**config.mk**
```make
export PLATFORM = sky130hd
export DESIGN_NAME = mux_serializer
export DESIGN_NICKNAME = d
export VERILOG_FILES = /design/src/rtl/mux_serializer_pkg.sv /design/src/rtl/mux_wx1.sv /design/src/rtl/mux_serializer.sv
export SDC_FILE = /design/constraint.sdc
export NUM_CORES = 1
export LEC_CHECK = 0
export CAP_MARGIN = 20
export CORE_MARGIN = 2
export CORE_UTILIZATION = 45
export DETAILED_ROUTE_END_ITERATION = 12
export HOLD_SLACK_MARGIN = 0.08
export PLACE_DENSITY = 0.86
export SLEW_MARGIN = 30
export SYNTH_ARGS = -nofsm -noshare
export SYNTH_HDL_FRONTEND = slang
export SYNTH_SLANG_ARGS = --single-unit
```
**constraint.sdc**
```tcl
create_clock -name clk -period 3.4 [get_ports clk]
set_input_delay 0.85 -clock clk [delete_from_list [all_inputs] [get_ports clk]]
set_output_delay 0.85 -clock clk [all_outputs]
set_load 0.02 [all_outputs]
```
**src/rtl/mux_serializer_pkg.sv**
```systemverilog
// Shared definitions for the mux serializer: FSM state encoding and select-width helpers.
package mux_serializer_pkg;

  typedef enum logic {
    IDLE  = 1'b0,
    SHIFT = 1'b1
  } state_t;

  // Select width for a W:1 mux; a 1-bit select is the minimum even for W=2.
  function automatic int sw_of(input int w);
    return (w <= 2) ? 1 : $clog2(w);
  endfunction

  function automatic logic mux4(input logic [3:0] d, input logic [1:0] sel);
    return d[sel];
  endfunction

endpackage

```
**src/rtl/mux_wx1.sv**
```systemverilog
// W:1 bit-select mux (y = i[s]); the 8-bit case is two 4:1 stages feeding a 2:1 stage.
module mux_wx1
  import mux_serializer_pkg::*;
#(
  parameter int W  = 8,
  parameter int SW = sw_of(W)
) (
  input  logic [W-1:0]  i,
  input  logic [SW-1:0] s,
  output logic          y
);

  generate
    if (W == 8) begin : g_tree8
      logic lo;
      logic hi;
      always_comb begin
        lo = mux4(i[3:0], s[1:0]);
        hi = mux4(i[7:4], s[1:0]);
        y  = s[2] ? hi : lo;
      end
    end else begin : g_flat
      always_comb begin
        y = i[s];
      end
    end
  endgenerate

endmodule

```
**src/rtl/mux_serializer.sv**
```systemverilog
// Parallel-to-serial stage: holds one W-bit word and steps a mux select to emit one bit per beat.
module mux_serializer
  import mux_serializer_pkg::*;
#(
  parameter int W         = 8,
  parameter bit MSB_FIRST = 1'b0,
  localparam int SW       = sw_of(W)
) (
  input  logic          clk,
  input  logic          rst,
  input  logic          in_valid,
  output logic          in_ready,
  input  logic [W-1:0]  i,
  output logic          y,
  output logic          out_valid,
  input  logic          out_ready,
  output logic [SW-1:0] s,
  output logic          first,
  output logic          last,
  output logic          busy
);

  // Handshakes: a transfer happens on a rising edge where valid & ready are both high.
  // Input: word accepted when in_valid & in_ready. Output: bit consumed when
  // out_valid & out_ready. in_ready may depend on out_ready, never on in_valid.

  localparam logic [SW-1:0] START_IDX = MSB_FIRST ? SW'(W - 1) : '0;
  localparam logic [SW-1:0] END_IDX   = MSB_FIRST ? '0 : SW'(W - 1);

  state_t        state_q;
  logic [W-1:0]  word_q;
  logic [SW-1:0] s_q;
  logic          mux_bit;
  logic          shifting;
  logic          at_last;
  logic          beat;

  mux_wx1 #(.W(W), .SW(SW)) u_mux (
    .i (word_q),
    .s (s_q),
    .y (mux_bit)
  );

  always_comb begin
    shifting  = (state_q == SHIFT);
    at_last   = shifting && (s_q == END_IDX);
    beat      = shifting && out_ready;
    in_ready  = !shifting || (at_last && out_ready);
    out_valid = shifting;
    busy      = shifting;
    y         = shifting && mux_bit;
    first     = shifting && (s_q == START_IDX);
    last      = at_last;
    s         = s_q;
  end

  always_ff @(posedge clk) begin
    if (rst) begin
      state_q <= IDLE;
      word_q  <= '0;
      s_q     <= '0;
    end else begin
      case (state_q)
        IDLE: begin
          if (in_valid) begin
            word_q  <= i;
            s_q     <= START_IDX;
            state_q <= SHIFT;
          end
        end
        SHIFT: begin
          if (beat) begin
            if (at_last) begin
              // Reload on the final beat keeps the stream gap-free.
              if (in_valid) begin
                word_q <= i;
                s_q    <= START_IDX;
              end else begin
                s_q     <= '0;
                state_q <= IDLE;
              end
            end else if (MSB_FIRST) begin
              s_q <= s_q - SW'(1);
            end else begin
              s_q <= s_q + SW'(1);
            end
          end
        end
        default: state_q <= IDLE;
      endcase
    end
  end

endmodule

```
After elaboration in Yosys (flattened, before gate mapping)
Index checks and enable logic that the tools add are counted.
{"block": "word_totals", "romBits": 0, "out_inout_bits": 9, "ramBits": 0, "in_bits": 12, "regBits": 12, "latch_bits": 0, "wordCells": 37, "n_memories": 0}
{"block": "classes", "n_addsub": 1, "n_div": 0, "muxes": 17, "reduce_logical": 10, "n_shift": 0, "magnitude_cmp": 1, "bitwise_logic": 1, "mul": 0, "eq_ne": 4}
{"operator": "$mux W8", "n": 3}
{"operator": "$pmux W8 S2", "n": 1}
{"operator": "$mux W3", "n": 3}
{"operator": "$mux W1", "n": 6}
{"operator": "$pmux W3 S2", "n": 1}
{"operator": "$logic_and A1 B1 Y1", "n": 5}
{"operator": "$bmux W1 S2", "n": 2}
{"operator": "$ne A2 B2 Y1 const B", "n": 2}
{"operator": "$reduce_and A2 Y1", "n": 2}
{"operator": "$add A3 B1 Y3 const B", "n": 1}
{"operator": "$eq A3 B3 Y1 const B", "n": 1}
{"operator": "$logic_not A3 Y1", "n": 1}
{"operator": "$lt A2 B3 Y1 const B", "n": 1}
{"operator": "$ne A2 B1 Y1 const B", "n": 1}
{"operator": "$pmux W1 S2", "n": 1}
{"operator": "$logic_not A1 Y1", "n": 1}
{"operator": "$logic_or A1 B1 Y1", "n": 1}
{"operator": "$not A1 Y1", "n": 1}

Depth between registers and ports, before layout
Gate-level depths: netlist (run 1).
{"block": "depth", "ltp_word": 5, "mapped_depth": 6, "mapped_depth_nobuf": 6}

Hierarchy
Synthesis (run 1) repeated with hierarchy kept, for this count alone.
{"block": "unflattened", "hier_cells": 68, "area_unflattened_um2": 686.9}
{"mod": "mux_serializer", "area_per_inst_um2": 623.1, "cells_per_inst": 65, "seq_area_each_um2": 240.2, "instances": 1}
{"mod": "mux_wx1", "area_per_inst_um2": 63.8, "cells_per_inst": 3, "seq_area_each_um2": 0.0, "instances": 1}

Least setup slack after synthesis (run 1)
OpenSTA, ideal clock, no wires.
{"block": "synth_path", "kind": "reg-to-output", "from": "register s_q[1], in the netlist s[1]", "to": "output y", "arrival_time_ns": 1.303, "stages_incl_launch_ff": 4, "setup_slack_ns": 1.247, "path_cell_list": "dfxtp_1 mux4_1 nand2_1 a21boi_1"}
{"block": "synth_via", "elab_chain_len": 4, "elab_cells_between_ends": 6, "classes_between": "mux: 5; reduce/logical: 1"}
{"element": "from (decl)", "line": "mux_serializer.sv:32", "source": "logic [SW-1:0] s_q;"}
{"element": "from (signal assigned)", "line": "mux_serializer.sv:83", "source": "s_q <= s_q - SW'(1);"}
{"element": "from (signal assigned)", "line": "mux_serializer.sv:85", "source": "s_q <= s_q + SW'(1);"}
{"element": "$bmux W1 S2", "line": "mux_serializer_pkg.sv:15", "source": "return d[sel];"}
{"element": "$mux W1 (implied by the code)", "line": "mux_serializer_pkg.sv:15"}
{"element": "$mux W1 *", "line": "mux_wx1.sv:20", "source": "y = s[2] ? hi : lo;"}
{"element": "$logic_and A1 B1 Y1 *", "line": "mux_serializer.sv:51", "source": "y = shifting && mux_bit;"}
{"element": "to (decl)", "line": "mux_serializer.sv:14", "source": "output logic y,"}
Every way passes the cells marked *; elsewhere a longest branch is shown, timed or not. The select of a mux whose other input is x is not followed.

Worst setup path after layout (run 1)
{"block": "layout_path", "from": "input out_ready", "to": "output in_ready"}
{"block": "layout_via", "elab_chain_len": 2}
{"element": "from (decl)", "line": "mux_serializer.sv:16", "source": "input logic out_ready,"}
{"element": "$logic_and A1 B1 Y1", "line": "mux_serializer.sv:48", "source": "in_ready = !shifting || (at_last && out_ready);"}
{"element": "$logic_or A1 B1 Y1", "line": "mux_serializer.sv:48"}
{"element": "to (decl)", "line": "mux_serializer.sv:12", "source": "output logic in_ready,"}
No other way between the ends.

==> qor.csv, run 1 <==
stage,metric,value,unit
outcome,status,"complete, no violations",
synthesis,"Distinct cells, synth",20,
clocking,htree depth,1,
die,Die Y,40.5,um
setup_path,crit path to,in_ready,
run,max cap viols,0,
synthesis,Post-synth top flop,dfxtp_1,
setup_path,reg2reg end,word_q[6],
synthesis,synth cell count leaders,"dfxtp_1 (12), a21oi_1 (11), nand3_1 (8), o21ai_0 (8), nand2_1 (6)",
clocking,root buf cell,clkbuf_4,
place,Placer Congestion,0.784,
layout,Nets,103,
synthesis,"top cells by area, synth","dfxtp_1 (40%), a21oi_1 (9.2%), mux4_1 (8.8%), nand3_1 (6.7%), o21ai_0 (6.7%)",
synthesis,most frequent cell after synthesis,dfxtp_1,
place,DP HPWL,854,um
route,vias,542,
synthesis,Synth top area share,40.0,%
route,Detailed Route Iter0 Violations,9,
synthesis,cell accounting for the most synthesized area,dfxtp_1,
synthesis,cells after synthesis,67,
setup_path,reg2reg path depth,6,
layout,Final Util,64.5,%
timing,relative slew slack,72.3,%
die,core footprint,1270,sq um
pwr,static leakage,0.311,nW
synthesis,Syn Nets,82,
clocking,CTS tree,done,
clocking,clk buf depth,2,
clocking,clock transition at the registers of the reported paths,0.07,ns
place,port bufs,20,
setup_path,Worst Setup End Kind,output port,
die,initial core utilization,47.3,%
clocking,number of post-CTS setup repair buffers,0,
layout,share of cells above drive strength 1,5.81,%
layout,Syn-to-layout area delta,36.3,%
timing,final hold violations,0,
clocking,cts-stage hold buffer count,0,
grt,GRT overflow,0,
clocking,CTS sink count,12,
setup_path,critical path launch point type,input port,
timing,endpoints failing setup,0,
clocking,clock latency at the later pin of the worst-skew pair,0.27,ns
setup_path,RR Startpoint,s[1],
pwr,Power Density,356,nW/um^2
route,routed vias/inst,5.37,
timing,worst slew pin tran,0.414,ns
timing,clk_skew,0.00238,ns
grt,number of global-route vias before repair,473,
setup_path,Crit path required time,2.55,ns
die,# IOs,21,
setup_path,kind of critical path,input port to output port,
die,die width,40.5,um
grt,GRT Total Usage,17.6,%
clocking,CTS buffer count,3,
route,DRC Markers,0,
route,Routed WL,1170,um
setup_path,Worst Path Max Fanout,10,
synthesis,yosys warns,0,
setup_path,crit path from,out_ready,
pwr,Worst VDD drop,222,uV
grt,antenna violations before repair,0,
grt,largest net degree at the start of global routing,13,
route,drt first pass iters,4,
synthesis,Synth Register Bits,12,
hold_path,hold crit path type,register to register,
timing,TNS Setup,0,ns
synthesis,fraction of registers with async set/reset,0,%
grt,first-pass GRT wire length,1900,um
timing,final worst-path cycle share,94.3,%
timing,fin crit period,3.21,ns
clocking,post_cts resized,0,
route,DR WL/cell,11.6,um
setup_path,Worst Path Arrival,2.36,ns
synthesis,Post-synth EDFFs,0,
timing,FMAX,0.312,GHz
synthesis,Syn Area/Cell,8.96,sq um
synthesis,sequential fraction of the synthesis area,40.0,%
route,Routed Antenna Nets,0,
timing,fin. max-slew vios,0,
layout,number of antenna diodes,0,
timing,unrepaired setup endpoints after global routing,false,
setup_path,"setup slack, reg-to-reg",1.88,ns
die,die footprint,1640,sq um
synthesis,"Cell Area, Synth",601,sq um
die,FP Rows,13,
-- metrics by stage --
| step | area [sq um] | worst slack [ns] | total power, W | instances | hold WS [ns] |
|---|---|---|---|---|---|
| final | 818 | 0.193 | 0.000291 | 101 | 0.478 |
| after global routing | 818 | 0.138 | 0.000305 | 101 | 0.516 |
| after detailed placement | 796 | 0.213 | 0.000210 | 98 | 0.475 |
| after CTS | 818 | 0.203 | 0.000291 | 101 | 0.484 |
| after global placement | 796 | 0.229 | 0.000208 | 98 | 0.470 |
| after floorplan | 601 | 1.25 | 0.000185 | 67 | 0.443 |
-- layer usage --
| layer | vias to the layer above | GRT usage (%) | wire length (um) |
|---|---|---|---|
| li1 | 278 | - | - |
| met1 | 242 | 21.4 | 528 |
| met2 | 19 | 28.6 | 553 |
| met3 | 3 | 5.00 | 69 |
| met4 | 0 | 7.50 | 21 |
| met5 | - | 0 | 0 |
-- how the worst min path moves through the flow --
stage | from | to | slack, ns | cells after the start
detailed placement | word_q[7] | word_q[7] | 0.47 | 2
global route | word_q[7] | word_q[7] | 0.52 | 2
floorplan | word_q[7] | word_q[7] | 0.44 | 2
CTS | word_q[7] | word_q[7] | 0.48 | 2
finish | word_q[7] | word_q[7] | 0.48 | 2
global placement | word_q[5] | word_q[5] | 0.47 | 2
-- worst max-delay path: stages --
cell and delay [ns]:
clkdlybuf4s50_1 0.52, a21boi_4 0.29, inv_2 0.13, clkdlybuf4s50_1 0.56
-- where the power goes --
part / internal (W) / switching (W) / total [W]
registers: 0.000148 / 0.00000548 / 0.000153
clock network: 0.0000411 / 0.0000435 / 0.0000846
logic: 0.0000286 / 0.0000247 / 0.0000534
total: 0.000217 / 0.0000737 / 0.000291
-- logic make-up (layout without fill, tap and decap cells) --
kind of cell,after synthesis,count (layout),synth area share (%)
buf+inv,8,27,6.46
mux,3,3,10.4
simple gates,19,19,15.2
compound gates,22,22,21.7
flops,12,12,40.0
fa+ha+maj,3,3,6.25
-- flip-flops by register name (all words and copies together), names as in the netlist --
register	flops
word_q	8
busy	1
s	3
-- area by class of cell --
cell class                      instances  area [sq um]
Inverter                                4          15.0
Tap cell                               15          18.8
Sequential cell                        12           240
Timing Repair Buffer                   20           200
Fill cell                             111           450
Clock buffer                            3          22.5
Multi-Input combinational cell         47           322
-- placed cells by master, fill, tap and decap left out --
cell	instances
clkbuf_4	3
a21oi_1	11
ha_1	3
nand3_1	8
a21boi_4	1
nand4b_1	1
a32oi_1	1
o21ai_0	8
or3_1	1
inv_1	3
clkdlybuf4s50_1	20
mux2i_1	1
nand2_1	6
a21boi_1	1
and2_1	1
dfxtp_1	12
nor2_1	2
mux4_1	2
inv_2	1
Note: power is estimated with default switching activity, not from simulation.
==> run 2: changes to the inputs <==
- CORE_UTILIZATION: 45 -> 48
- PLACE_DENSITY: 0.86 -> 0.88
- SYNTH_HIERARCHICAL: not set -> 1
==> qor.csv, run 2 <==
stage,metric,value,unit
outcome,status,"complete, no violations",
setup_path,"setup slack, reg-to-reg",1.64,ns
route,Routed WL,1150,um
synthesis,Post-synth top flop,dfxtp_1,
timing,endpoints failing setup,0,
layout,Filler Cells Inserted,112,
synthesis,cell accounting for the most synthesized area,dfxtp_1,
setup_path,critical path launch point type,register,
pwr,Worst VDD drop,203,uV
layout,Top reg by flops,word_q,
pwr,Power Density,332,nW/um^2
synthesis,Synth Register Bits,12,
pwr,Comb pwr share,19.8,%
setup_path,Worst Setup End Kind,output port,
synthesis,Post-synth EDFFs,0,
pwr,overall power,0.000296,W
die,core footprint,1320,sq um
synthesis,synth cell count leaders,"nand2b_1 (16), dfxtp_1 (12), mux2i_1 (9)",
synthesis,cells after synthesis,68,
clocking,clk buf depth,2,
layout,Syn-to-layout area delta,29.7,%
pwr,P_sw,0.0000714,W
synthesis,"Cell Area, Synth",687,sq um
pwr,static leakage,0.358,nW
route,Detailed Route Iter0 Violations,5,
clocking,cts-stage hold buffer count,0,
grt,first-pass GRT wire length,1790,um
pwr,Sw Share,24.1,%
layout,number of antenna diodes,0,
place,DP HPWL,862,um
route,DRC Markers,0,
layout,share of cells above drive strength 1,9.30,%
grt,GRT overflow,0,
synthesis,"Distinct cells, synth",19,
route,vias,503,
grt,antenna violations before repair,0,
timing,fin. max-slew vios,0,
timing,unrepaired setup endpoints after global routing,false,
timing,relative slew slack,64.1,%
setup_path,Worst Path Arrival,2.32,ns
synthesis,Syn Nets,83,
synthesis,"top cells by area, synth","dfxtp_1 (35%), nand2b_1 (15%), mux2i_1 (13%), mux4_1 (7.7%), ha_1 (5.5%)",
clocking,clock latency at the later pin of the worst-skew pair,0.26,ns
clocking,root buf cell,clkbuf_4,
timing,FMAX,0.315,GHz
die,FP Rows,13,
synthesis,sequential fraction of the synthesis area,35.0,%
route,routed vias/inst,4.98,
route,Routed Antenna Nets,0,
place,port bufs,20,
clocking,CTS buffer count,3,
grt,GRT Total Usage,13.1,%
route,drt first pass iters,2,
setup_path,Crit path required time,2.55,ns
clocking,number of post-CTS setup repair buffers,0,
timing,final worst-path cycle share,93.4,%
layout,"leading cell type in the layout, fill and taps excluded",clkdlybuf4s50_1,
timing,fin crit period,3.17,ns
layout,max FFs per register,8,
die,Die Y,41.8,um
die,initial core utilization,52.1,%
pwr,sequential group share of total power,52.2,%
clocking,CTS sink count,12,
timing,worst slew pin tran,0.536,ns
synthesis,fraction of registers with async set/reset,0,%
die,die footprint,1750,sq um
synthesis,most frequent cell after synthesis,nand2b_1,
synthesis,Synth top area share,35.0,%
layout,most frequent cells in the layout,"clkdlybuf4s50_1 (20), nand2b_1 (16), dfxtp_1 (12)",
run,max cap viols,0,
synthesis,yosys warns,6,
die,die width,41.8,um
timing,clk_skew,0.00105,ns
setup_path,Worst Path Max Fanout,7,
clocking,post_cts resized,0,
place,Placer Congestion,0.788,
pwr,clock power share,28.0,%
clocking,CTS tree,done,
clocking,htree depth,1,
die,# IOs,21,
place,area post-placement,868,sq um
route,DR WL/cell,11.3,um
layout,final instance area,891,sq um
layout,Nets,103,
timing,TNS Setup,0,ns
grt,number of global-route vias before repair,456,
clocking,clock transition at the registers of the reported paths,0.07,ns
hold_path,hold crit path type,register to register,
setup_path,kind of critical path,register to output port,
synthesis,Syn Area/Cell,10.1,sq um
timing,final hold violations,0,
grt,largest net degree at the start of global routing,21,
pwr,Internal,0.000225,W
run 2: changes by cell type after synthesis, sizes merged, moves of 8 or more:
cell    change
o21ai       -8
nand3       -8
a21oi       -9
mux2i       +8
nand2b     +16
run 2: logic make-up (layout without fill, tap and decap cells):
family	count (synthesis)	count (layout)	share of synthesized area [%]
buffers and inverters	8	26	7.10
adder cells (fa/ha/maj)	3	3	5.47
flip-flops	12	12	35.0
AND/OR/NAND/NOR	29	29	24.6
multiplexers	12	12	22.4
AO/OA/AOI/OAI	4	4	5.47
run 2: worst paths after layout:
kind	start	endpoint	depth (start not counted)
setup / recovery	s[0]	y	4
hold / removal	word_q[4]	word_q[4]	2
setup reg to reg	s[0]	word_q[5]	5
hold reg to reg	word_q[4]	word_q[4]	2
run 2: power by group through the flow:
stage / clock network, W / logic [W] / registers [W]
finish: 0.0000828 / 0.0000586 / 0.000155
global route: 0.0000951 / 0.0000630 / 0.000156
CTS: 0.0000845 / 0.0000593 / 0.000155
detailed placement: 0 / 0.0000591 / 0.000158
global placement: 0 / 0.0000577 / 0.000157
floorplan: 0 / 0.0000368 / 0.000157
run 2: metrics by stage:
step / setup WS, ns / instances / hold slack (ns) / util [%]
finish: 0.225 / 101 / 0.473 / 67.6
global route: 0.147 / 101 / 0.494 / 67.6
CTS: 0.217 / 101 / 0.473 / 67.6
detailed placement: 0.368 / 98 / 0.464 / 65.9
global placement: 0.378 / 98 / 0.456 / 65.9
floorplan: 0.971 / 68 / 0.444 / -
run 2: area by class of cell:
class                   instances  area [sq um]  share of cell area [%]
clock buffers                   3          22.5                    2.53
inverters                       3          11.3                    1.26
multi-input cells              48           398                    44.7
flip-flops and latches         12           240                    27.0
well taps                      15          18.8                    2.11
repair buffers                 20           200                    22.5
run 2: critical path, cell delays in order (launching register included):
cell and delay (ns):
dfxtp_1 0.47, mux4_1 0.60, mux2_2 0.27, and2_2 0.19, clkdlybuf4s50_1 0.53
run 2: metal layers:
metal | vias up | global-route usage [%] | wire, um
met2 | 20 | 23.4 | 550
met4 | 0 | 5.81 | 0
met1 | 219 | 14.1 | 514
met5 | - | 0 | 0
met3 | 0 | 3.91 | 81
li1 | 264 | - | -
==> run 3: changes to the inputs <==
- ABC_AREA: not set -> 1
- CORE_UTILIZATION: 48 -> 49
- SKIP_LAST_GASP: not set -> 1
==> qor.csv, run 3 <==
stage,metric,value,unit
synthesis,Synth Register Bits,12,
grt,GRT overflow,0,
place,Placer Congestion,0.729,
die,initial core utilization,50.7,%
setup_path,RR Startpoint,s[0],
synthesis,fraction of registers with async set/reset,0,%
synthesis,"top cells by area, synth","dfxtp_1 (32%), nand2_1 (16%), inv_1 (13%), nand3_1 (10%), a21oi_1 (7.4%)",
outcome,status,"complete, no violations",
place,port bufs,20,
synthesis,cell accounting for the most synthesized area,dfxtp_1,
synthesis,Synth top area share,32.2,%
pwr,static leakage,0.483,nW
grt,first-pass GRT wire length,2580,um
timing,endpoints failing setup,0,
timing,final hold violations,0,
pwr,Worst VDD drop,196,uV
timing,fin crit period,3.14,ns
layout,Filler Cells Inserted,134,
pwr,overall power,0.000356,W
grt,GRT Total Usage,18.3,%
clocking,clock latency at the later pin of the worst-skew pair,0.27,ns
layout,share of cells above drive strength 1,5.04,%
timing,fin. max-slew vios,0,
setup_path,crit path from,out_ready,
synthesis,cells after synthesis,120,
synthesis,synth cell count leaders,"nand2_1 (31), inv_1 (26), nand3_1 (15)",
route,DR WL/cell,9.41,um
setup_path,reg2reg path depth,7,
route,vias,730,
clocking,root buf cell,clkbuf_4,
setup_path,"setup slack, reg-to-reg",1.87,ns
setup_path,Crit path required time,2.55,ns
die,FP Rows,14,
layout,number of antenna diodes,0,
die,die width,43.0,um
die,# IOs,21,
timing,worst slew pin tran,0.585,ns
timing,TNS Setup,0,ns
layout,Syn-to-layout area delta,28.2,%
die,core footprint,1470,sq um
setup_path,kind of critical path,input port to output port,
synthesis,"Cell Area, Synth",746,sq um
place,DP HPWL,1090,um
grt,largest net degree at the start of global routing,19,
layout,max FFs per register,8,
die,Die Y,43.0,um
die,die footprint,1850,sq um
place,Placed Cells,151,
layout,most frequent cells in the layout,"nand2_1 (31), inv_1 (26), clkdlybuf4s50_1 (20)",
run,max cap viols,0,
synthesis,Post-synth top flop,dfxtp_1,
setup_path,Worst Path Max Fanout,18,
layout,"leading cell type in the layout, fill and taps excluded",nand2_1,
layout,Nets,155,
timing,relative slew slack,60.9,%
synthesis,Syn Area/Cell,6.21,sq um
clocking,CTS tree,done,
grt,number of global-route vias before repair,606,
clocking,post_cts resized,0,
clocking,CTS sink count,12,
route,routed vias/inst,4.71,
clocking,clock transition at the registers of the reported paths,0.08,ns
synthesis,"Distinct cells, synth",17,
timing,final worst-path cycle share,92.3,%
clocking,cts-stage hold buffer count,0,
setup_path,Worst Setup End Kind,output port,
layout,Top reg by flops,word_q,
grt,antenna violations before repair,0,
pwr,Power Density,372,nW/um^2
timing,unrepaired setup endpoints after global routing,false,
timing,clk_skew,0.00506,ns
synthesis,Post-synth EDFFs,0,
setup_path,critical path launch point type,input port,
route,DRC Markers,0,
timing,FMAX,0.319,GHz
hold_path,hold crit path type,register to register,
route,drt first pass iters,4,
layout,"Cell Count, Final, Fillers Out",155,
synthesis,sequential fraction of the synthesis area,32.2,%
route,Detailed Route Iter0 Violations,12,
synthesis,Syn Nets,135,
synthesis,yosys warns,6,
route,Routed WL,1460,um
setup_path,crit path to,in_ready,
synthesis,most frequent cell after synthesis,nand2_1,
clocking,clk buf depth,2,
clocking,number of post-CTS setup repair buffers,0,
clocking,CTS buffer count,3,
clocking,htree depth,1,
setup_path,reg2reg end,word_q[6],
setup_path,Worst Path Arrival,2.29,ns
route,Routed Antenna Nets,0,
==> run 3: cell count changes in the layout (fill, tap and decap cells not counted), sizes merged, moves of 2 or more <==
cell / change
a21oi: +9
nand3: +15
mux4: -2
mux2i: -9
nand2: +29
inv: +24
nand2b: -16
nor2: +7
and2: -2
==> run 3: area by class of cell <==
class / instances / area (sq um) / share of cell area, %
multi-input cells: 75 / 354 / 37.0
flip-flops and latches: 12 / 240 / 25.1
repair buffers: 20 / 200 / 20.9
inverters: 28 / 105 / 11.0
clock buffers: 4 / 36.3 / 3.80
well taps: 16 / 20.0 / 2.09
==> run 3: per-stage QoR <==
| stage | instance area [sq um] | utilization, % | worst slack, ns | hold WS [ns] |
|---|---|---|---|---|
| 3_3_place_gp | 920 | 62.5 | 0.279 | 0.461 |
| 4_1_cts | 956 | 65.0 | 0.253 | 0.489 |
| 5_1_grt | 956 | 65.0 | 0.202 | 0.510 |
| 3_5_place_dp | 920 | 62.5 | 0.261 | 0.469 |
| 2_1_floorplan | 746 | - | 1.29 | 0.452 |
| 6_report | 956 | 65.0 | 0.262 | 0.489 |
==> run 3: worst max-delay path, stage by stage <==
cell and delay, ns:
clkdlybuf4s50_1 0.55, nand2_2 0.09, nand2_4 0.16, clkdlybuf4s50_1 0.63
==> run 3: how the worst min path moves through the flow <==
stage	start	to	slack [ns]	cells after the start
after floorplan	word_q[0]	word_q[0]	0.45	2
after global placement	word_q[1]	word_q[1]	0.46	2
after detailed placement	word_q[4]	word_q[4]	0.47	2
after CTS	word_q[4]	word_q[4]	0.49	2
after global routing	word_q[5]	word_q[5]	0.51	2
final	word_q[1]	word_q[1]	0.49	2
==> run 3: power breakdown <==
group / internal (W) / switching (W)
clock network: 0.0000650 / 0.0000499
registers: 0.000150 / 0.00000981
logic: 0.0000387 / 0.0000422
==> run 3: kinds of logic (layout without fill, tap and decap cells) <==
family                     count (synthesis)  after routing  synth area share [%]
and+or+nand+nor                           61             61                  35.1
buffers and inverters                     33             52                  20.3
DFF                                       12             12                  32.2
AOI/OAI and AO/OA                         11             11                  7.38
adders and majority gates                  3              3                  5.03
==> run 3: layer usage <==
metal / vias up / global-route usage [%] / wire length (um)
li1: 397 / - / -
met1: 305 / 24.3 / 699
met2: 26 / 29.1 / 679
met3: 2 / 2.55 / 66
met4: 0 / 9.09 / 13
met5: - / 0 / 0
